<file path="src/rtl/mips_mem_pkg.sv">
// Shared encodings, FSM states and request payload for the data-memory load/store unit.
package mips_mem_pkg;

  localparam logic [1:0] SZ_BYTE = 2'b00;
  localparam logic [1:0] SZ_HALF = 2'b01;
  localparam logic [1:0] SZ_WORD = 2'b10;
  localparam logic [1:0] SZ_RSVD = 2'b11;

  typedef enum logic [1:0] {
    ST_IDLE,
    ST_ACC0,
    ST_ACC1,
    ST_RESP
  } lsu_state_e;

  typedef struct packed {
    logic        write;
    logic [1:0]  size;
    logic        sgn;
    logic [31:0] addr;
    logic [31:0] wdata;
  } lsu_req_t;

  // Only the two low address bits matter for natural alignment.
  function automatic logic is_misaligned(input logic [1:0] size, input logic [1:0] addr_lsb);
    case (size)
      SZ_HALF: return addr_lsb[0];
      SZ_WORD: return addr_lsb != 2'b00;
      default: return 1'b0;
    endcase
  endfunction

endpackage

</file>
<file path="src/rtl/lsu_align.sv">
// Big-endian lane handling: load extraction with sign/zero extension and
// byte merge into a halfword for read-modify-write stores.
module lsu_align
  import mips_mem_pkg::*;
(
  input  logic [1:0]  size,
  input  logic        sgn,
  input  logic        addr_lsb,
  input  logic [15:0] hold,
  input  logic [15:0] lo,
  input  logic [7:0]  wbyte,
  output logic [31:0] rdata_c,
  output logic [15:0] merged_c
);

  logic [7:0] byte_sel;

  always_comb begin
    byte_sel = addr_lsb ? hold[7:0] : hold[15:8];
    rdata_c  = '0;
    case (size)
      SZ_BYTE: rdata_c = {{24{sgn & byte_sel[7]}}, byte_sel};
      SZ_HALF: rdata_c = {{16{sgn & hold[15]}}, hold};
      SZ_WORD: rdata_c = {hold, lo};
      default: rdata_c = '0;
    endcase
    // Even byte address is the high lane of the halfword.
    merged_c = addr_lsb ? {hold[15:8], wbyte} : {wbyte, hold[7:0]};
  end

endmodule

</file>
<file path="src/rtl/dmem_lsu.sv">
// Load/store initiator: splits core byte/half/word accesses into one or two
// 16-bit memory cycles, using read-modify-write for byte stores.
module dmem_lsu
  import mips_mem_pkg::*;
#(
  parameter int unsigned MEM_BYTES = 512
) (
  input  logic        clk,
  input  logic        rst,
  input  logic        req_valid,
  output logic        req_ready,
  input  logic        req_write,
  input  logic [1:0]  req_size,
  input  logic        req_signed,
  input  logic [31:0] req_addr,
  input  logic [31:0] req_wdata,
  output logic        resp_valid,
  output logic [31:0] resp_rdata,
  output logic        resp_err,
  output logic [31:0] mem_addr,
  output logic [15:0] mem_wdata,
  output logic        mem_write_en,
  output logic        mem_read,
  input  logic [15:0] mem_rdata
);

  lsu_state_e  state, state_nxt;
  lsu_req_t    req;
  logic        err_q;
  logic [15:0] hold, lo;

  logic [1:0]  span_c;
  logic [32:0] last_byte_c;
  logic        acc_err_c;
  logic        two_beat_c;
  logic [31:0] base_addr_c;
  logic [31:0] ld_data_c;
  logic [15:0] merged_c;

  lsu_align u_align (
    .size     (req.size),
    .sgn      (req.sgn),
    .addr_lsb (req.addr[0]),
    .hold     (hold),
    .lo       (lo),
    .wbyte    (req.wdata[7:0]),
    .rdata_c  (ld_data_c),
    .merged_c (merged_c)
  );

  // Acceptance-time error check; 33-bit sum so addresses near the top cannot wrap.
  always_comb begin
    span_c = 2'd0;
    case (req_size)
      SZ_HALF: span_c = 2'd1;
      SZ_WORD: span_c = 2'd3;
      default: span_c = 2'd0;
    endcase
    last_byte_c = {1'b0, req_addr} + 33'(span_c);
    acc_err_c   = (req_size == SZ_RSVD) || is_misaligned(req_size, req_addr[1:0]) ||
                  (last_byte_c >= 33'(MEM_BYTES));
  end

  assign two_beat_c  = (req.size == SZ_WORD) || (req.write && (req.size == SZ_BYTE));
  assign base_addr_c = {req.addr[31:1], 1'b0};

  always_ff @(posedge clk) begin
    if (rst) state <= ST_IDLE;
    else     state <= state_nxt;
  end

  // Next state and memory strobes; reset suppresses strobes on the edge it takes effect.
  always_comb begin
    state_nxt    = state;
    req_ready    = 1'b0;
    mem_addr     = '0;
    mem_wdata    = '0;
    mem_write_en = 1'b0;
    mem_read     = 1'b0;
    case (state)
      ST_IDLE: begin
        req_ready = 1'b1;
        if (req_valid) state_nxt = acc_err_c ? ST_RESP : ST_ACC0;
      end
      ST_ACC0: begin
        mem_addr = base_addr_c;
        if (!req.write || (req.size == SZ_BYTE)) begin
          mem_read = 1'b1;
        end else begin
          mem_write_en = 1'b1;
          mem_wdata    = (req.size == SZ_WORD) ? req.wdata[31:16] : req.wdata[15:0];
        end
        state_nxt = two_beat_c ? ST_ACC1 : ST_RESP;
      end
      ST_ACC1: begin
        if (req.size == SZ_WORD) begin
          mem_addr = base_addr_c + 32'd2;
          if (req.write) begin
            mem_write_en = 1'b1;
            mem_wdata    = req.wdata[15:0];
          end else begin
            mem_read = 1'b1;
          end
        end else begin
          mem_addr     = base_addr_c;
          mem_write_en = 1'b1;
          mem_wdata    = merged_c;
        end
        state_nxt = ST_RESP;
      end
      ST_RESP: state_nxt = ST_IDLE;
      default: state_nxt = ST_IDLE;
    endcase
    if (rst) begin
      mem_write_en = 1'b0;
      mem_read     = 1'b0;
    end
  end

  // Request capture, read-data holding and registered response.
  always_ff @(posedge clk) begin
    if (rst) begin
      req        <= '0;
      err_q      <= 1'b0;
      hold       <= '0;
      lo         <= '0;
      resp_valid <= 1'b0;
      resp_rdata <= '0;
      resp_err   <= 1'b0;
    end else begin
      resp_valid <= 1'b0;
      case (state)
        ST_IDLE: begin
          if (req_valid) begin
            req.write <= req_write;
            req.size  <= req_size;
            req.sgn   <= req_signed;
            req.addr  <= req_addr;
            req.wdata <= req_wdata;
            err_q     <= acc_err_c;
          end
        end
        ST_ACC0: if (mem_read) hold <= mem_rdata;
        ST_ACC1: if (mem_read) lo <= mem_rdata;
        ST_RESP: begin
          resp_valid <= 1'b1;
          resp_err   <= err_q;
          resp_rdata <= (err_q || req.write) ? 32'd0 : ld_data_c;
        end
        default: ;
      endcase
    end
  end

endmodule
</file>
<file path="config.mk">
export PLATFORM = sky130hd
export DESIGN_NAME = dmem_lsu
export DESIGN_NICKNAME = d
export VERILOG_FILES = /design/src/rtl/mips_mem_pkg.sv /design/src/rtl/lsu_align.sv /design/src/rtl/dmem_lsu.sv
export SDC_FILE = /design/constraint.sdc
export NUM_CORES = 1
export LEC_CHECK = 0
export CAP_MARGIN = 20
export CORE_ASPECT_RATIO = 1.4
export CORE_UTILIZATION = 48
export DETAILED_ROUTE_END_ITERATION = 10
export PLACE_DENSITY = 0.77
export REMOVE_ABC_BUFFERS = 1
export SETUP_SLACK_MARGIN = 0.02
export SKIP_CTS_REPAIR_TIMING = 1
export SLEW_MARGIN = 0
export SYNTH_ARGS = -nofsm -noshare
export SYNTH_HDL_FRONTEND = slang
export SYNTH_SLANG_ARGS = --single-unit
export TNS_END_PERCENT = 20
</file>
<file path="constraint.sdc">
create_clock -name clk -period 5.3 [get_ports clk]
set_input_delay 1.06 -clock clk [delete_from_list [all_inputs] [get_ports clk]]
set_output_delay 1.06 -clock clk [all_outputs]
set_load 0.005 [all_outputs]
</file>
# Word-level counts from Yosys, hierarchy flattened
# Cells that the tools add are included.
dict set report totals {
  word_cells 68
  register_bits 137
}
dict set report classes {
  bitwise 2
  n_mux 29
  n_reduce_logical 13
  n_eq_ne 9
  n_addsub 2
  magnitude_cmp 1
}
# op count
set ops {}
lappend ops {{$pmux 32 s3} 1}
lappend ops {{$mux 16} 5}
lappend ops {{$mux 32} 2}
lappend ops {{$pmux 32 s2} 1}
lappend ops {{$add 32x2->33} 1}
lappend ops {{$ge 33x10->1 const B} 1}
lappend ops {{$add 32x2->32 const B} 1}
lappend ops {{$pmux 16 s2} 1}
lappend ops {{$mux 1} 11}
lappend ops {{$eq 2x2->1 const B} 5}
lappend ops {{$mux 8} 1}
lappend ops {{$pmux 2 s4} 1}
lappend ops {{$eq 2x1->1 const B} 3}
lappend ops {{$pmux 1 s2} 3}
lappend ops {{$reduce_and 2->1} 3}
lappend ops {{$logic_or 1x1->1} 5}
lappend ops {{$logic_not 2->1} 2}
lappend ops {{$mux 2} 2}
lappend ops {{$pmux 2 s2} 1}
lappend ops {{$and 1x1->1} 2}
lappend ops {{$ne 2x2->1 const B} 1}
lappend ops {{$reduce_bool 2->1} 1}
lappend ops {{$logic_and 1x1->1} 1}
lappend ops {{$logic_not 1->1} 1}

# Depth between registers and ports, before layout
dict set report depth {
  ltp_word 8
  depth_mapped 13
}

# By module
# A second synthesis with hierarchy kept.
dict set report unflattened {
  hier_cells 1025
  hier_area_um2 7746.2
}
# mod area_per_inst_um2 seq_area_each_um2 cells_per_inst n_inst
set modules_own_cells {}
lappend modules_own_cells {dmem_lsu 7013.0 2742.6 932 1}
lappend modules_own_cells {lsu_align 733.2 0.0 93 1}

# Worst setup path after synthesis
# Ideal clock, no wire load.
dict set report synth_path {
  path_type {input-to-reg}
  start {in req_size[0]}
  end {reg err_q}
  arrival_time_ns 3.637
  required_time_ns 5.163
  path_buffers 1
  setup_time_ns 0.137
  slack_ns 1.525
  cell_stages 12
  path_cell_list {inv_1 ha_1 inv_1 ha_1 fa_1 and4_1 and3_1 clkbuf_1 o31a_1 or4_4 nor4_2 a211oi_1}
}
dict set report synth_via {
  elab_chain_len 5
  elab_cells_between_ends 9
  cone_classes {1 x add/sub; 1 x order compare; 3 x eq/ne; 2 x mux; 2 x reduce/logical}
}
# item line
set synth_rtl {}
lappend synth_rtl {{from (decl)} dmem_lsu.sv:13} ;# input logic [1:0] req_size,
lappend synth_rtl {{$eq 2x2->1 or $eq 2x1->1 (tied branches)} {mips_mem_pkg.sv:26, dmem_lsu.sv:54}}
lappend synth_rtl {{$pmux 2 s2} dmem_lsu.sv:54} ;# case (req_size)
lappend synth_rtl {{$add 32x2->33} dmem_lsu.sv:59} ;# last_byte_c = {1'b0, req_addr} + 33'(span_c);
lappend synth_rtl {{$ge 33x10->1} dmem_lsu.sv:61} ;# (last_byte_c >= 33'(MEM_BYTES));
lappend synth_rtl {{$logic_or 1x1->1 *} dmem_lsu.sv:60} ;# acc_err_c = (req_size == SZ_RSVD) || is_misaligned(req_size, req_addr[1:0]) ||
lappend synth_rtl {{to (signal assigned)} dmem_lsu.sv:140} ;# err_q <= acc_err_c;
lappend synth_rtl {{to (decl)} dmem_lsu.sv:29} ;# logic err_q;
# Mark *: on every way between the ends. The rest lies on a longest branch, timed or not.
# A chain may end at the register's enable or synchronous reset.

# Worst setup path after layout
dict set report layout_path {
  start {reg req[66] (netlist name)}
  end {out mem_addr[28]}
}
dict set report layout_via {
  elab_chain_len 3
}
# item line
set layout_rtl {}
lappend layout_rtl {{$eq 2x2->1} dmem_lsu.sv:96} ;# if (req.size == SZ_WORD) begin
lappend layout_rtl {{$mux 32} dmem_lsu.sv:96}
lappend layout_rtl {{$pmux 32 s2} dmem_lsu.sv:80} ;# case (state)
lappend layout_rtl {{to (decl)} dmem_lsu.sv:20} ;# output logic [31:0] mem_addr,
# No other way between the ends.

==> impl_metrics.yaml <==
outcome:
  outcome: "completed"
pwr:
  p_clk_frac: 0.322
  p_leak_nw: 3.70
  power_density_nw_per_um2: 354
  sw_frac_of_total: 0.386
  ir_drop_mv: 0.290
  pwr-share-seq: 0.361
  power_switching_mw: 1.36
  combPwrFrac: 0.317
  intPower_mw: 2.15
global_route:
  antenna_found_initial: 0
  grt_use_met2: 0.538
  grt_util_met1: 0.320
  grt_util_met3: 0.0426
  grt_pass1_wl_um: 37100
  grt_max_degree: 93
  grt.busiest_layer: "met2"
  grt-ovfl-total: 0
  grt_pass1_vias: 7450
  track_usage: 0.290
yosys:
  avgSynthCellArea_sq_um: 7.33
  synth_seq_cells: 137
  synth_common_cells: "nand2_1 (208), a21oi_1 (153), dfxtp_1 (137)"
  synth_edf_count: 0
  synth_cell_type_count: 69
  yosys-top-cells-area: "dfxtp_1 (36%), nand2_1 (10%), a21oi_1 (10%)"
  yosys.area.top_type_share: 0.359
  async_reset_ff_frac: 0
  yosysTopAreaCell: "dfxtp_1"
  netlist_area_sq_um: 7630
  ys_seq_area_frac: 0.359
  synthCells: 1042
  synth_most_common_cell: "nand2_1"
  ys_warn_count: 0
  synthFlopType: "dfxtp_1"
routing:
  wirelength_um: 23900
  wl_per_cell_um: 17.4
  route.detailed.drc: 0
  firstDrtPassIters: 5
  drtIter0Drc: 455
  vias: 8128
  ant_nets: 0
  via_per_inst: 5.93
sta:
  worstMarginPinSlew_ps: 1080
  maxSlewHeadroom: 0.279
  layout_min_cycle_time_ps: 4800
  fin_crit_sh: 0.905
  fmax_ghz: 0.208
  hold_viol_final: 0
  setup_ws_ps: 502
  finalSetupViolations: 0
  clock_skew_ps: 10.3
  finalSetupTns_ps: 0
  rsz0062_at_grt: "no"
  finalMaxSlewViolations: 0
floorplan:
  dieArea_sq_um: 16400
  die_w_um: 109
  die_h_um: 151
  core_sq_um: 15500
  rows: 54
  io_pins: 172
  initial_core_util: 0.491
clocking:
  cts_sinks: 137
  clock_path_buffers: 2
  clk_pin_slew_ps: 60
  cts_made_buffers: 17
  clock_latency_ps: 430
  root_buffer: "clkbuf_16"
  cts_tree: "done"
  cts_max_level: 4
cells_and_area:
  layout.nets: 1261
  fill_cells: 1422
  diodes: 0
  syn_to_final_growth_pct: 29.9
  ff_latch_area_sq_um: 2740
  layout-drive-gt1-share: 0.0621
  multiInputGateArea_sq_um: 4550
critical_path:
  crit_fanout: 17
  r2r_end: "lo[5]"
  reg2reg_from: "req[66]"
  arrival_ps: 3740
  ff2ff_setup_slack_ps: 2070
  cp-endpoint: "mem_addr[28]"
  reg2reg_depth: 7
  startpoint_type: "flop"
  worstSetupEndpointType: "output pin"
  crit_required_ps: 4240
  crit_type: "reg2out"
  cp-startpoint: "req[66]"
placement:
  dp_hpwl_um: 17200
  io_buffers: 170
  dpl_worst_slack_ps: 822
  gp_congestion: 0.884
min_path:
  hold_path.class: "reg2reg"
flow_run:
  drv_cap: 0
cells in the final DEF (no fill, tap or decap), types with 17 or more instances in the layout:
| cell type | count |
|---|---|
| nand3_1 | 31 |
| dfxtp_1 | 137 |
| nand2_1 | 207 |
| clkbuf_16 | 17 |
| o21ai_0 | 34 |
| clkdlybuf4s50_1 | 169 |
| nor3_1 | 20 |
| mux2i_1 | 43 |
| nor2_1 | 136 |
| a21oi_1 | 153 |
layout make-up:
cell class,count,share of cell area
Sequential cell,137,0.277
Tap cell,196,0.0247
Timing Repair Buffer,179,0.178
Clock buffer,18,0.0443
Multi-Input combinational cell,814,0.459
Clock inverter,14,0.0126
Inverter,13,0.00492
worst min-delay path by stage:
| stage | startpoint | endpoint | slack, ps | cells past startpoint |
|---|---|---|---|---|
| finish | req[20] | req[20] | 450 | 2 |
| global route | req[19] | req[19] | 470 | 2 |
| CTS | req[18] | req[18] | 460 | 2 |
| detailed placement | req[18] | req[18] | 450 | 2 |
| global placement | req[13] | req[13] | 440 | 2 |
| floorplan | req[10] | req[10] | 430 | 2 |
per-layer routing:
layer	part of all wire	wire length (um)
met4	0.033	797
met3	0.060	1430
met2	0.53	12600
met1	0.38	9080
met5	0	0
through the flow:
step | cells | cell area (sq um) | utilization | power [mW] | hold slack [ps]
3_3_place_gp | 1339 | 9350 | 0.602 | 2.38 | 442
3_5_place_dp | 1339 | 9350 | 0.602 | 2.39 | 447
6_report | 1371 | 9920 | 0.638 | 3.51 | 454
5_1_grt | 1371 | 9920 | 0.638 | 3.69 | 470
2_1_floorplan | 964 | 7330 | - | 1.91 | 430
4_1_cts | 1371 | 9920 | 0.638 | 3.50 | 456
registers in the layout, indices dropped and copies added, names as in the netlist:
signal / flops
hold: 16
resp_valid: 1
state: 2
req: 37
base_addr_c: 31
lo: 16
resp_err: 1
err_q: 1
resp_rdata: 32
power by group through the flow:
stage | registers [mW] | clock network (mW) | logic, mW
6_report | 1.27 | 1.13 | 1.11
3_3_place_gp | 1.28 | 0 | 1.10
2_1_floorplan | 1.25 | 0 | 0.663
4_1_cts | 1.26 | 1.14 | 1.11
5_1_grt | 1.28 | 1.18 | 1.23
3_5_place_dp | 1.28 | 0 | 1.10
cell families (layout without fill, tap and decap cells):
| kind of cell | Yosys count | count (layout) | synth area share |
|---|---|---|---|
| AO/OA/AOI/OAI | 269 | 269 | 0.212 |
| XOR/XNOR | 9 | 9 | 0.0103 |
| adder cells (fa/ha/maj) | 12 | 12 | 0.0207 |
| buffers and inverters | 91 | 224 | 0.0461 |
| flip-flops | 137 | 137 | 0.359 |
| multiplexers | 54 | 54 | 0.0726 |
| other | 1 | 1 | 0.000491 |
| AND/OR/NAND/NOR | 469 | 469 | 0.278 |
worst max-delay path, stage by stage (launching register included):
cell	delay, ps
dfxtp_1	740
nand4b_4	220
nor3_4	310
or4b_1	580
or3_4	390
nor3_2	120
nor2_1	60
a311oi_1	340
clkdlybuf4s50_1	570
Note: power is estimated with default switching activity, not from simulation.
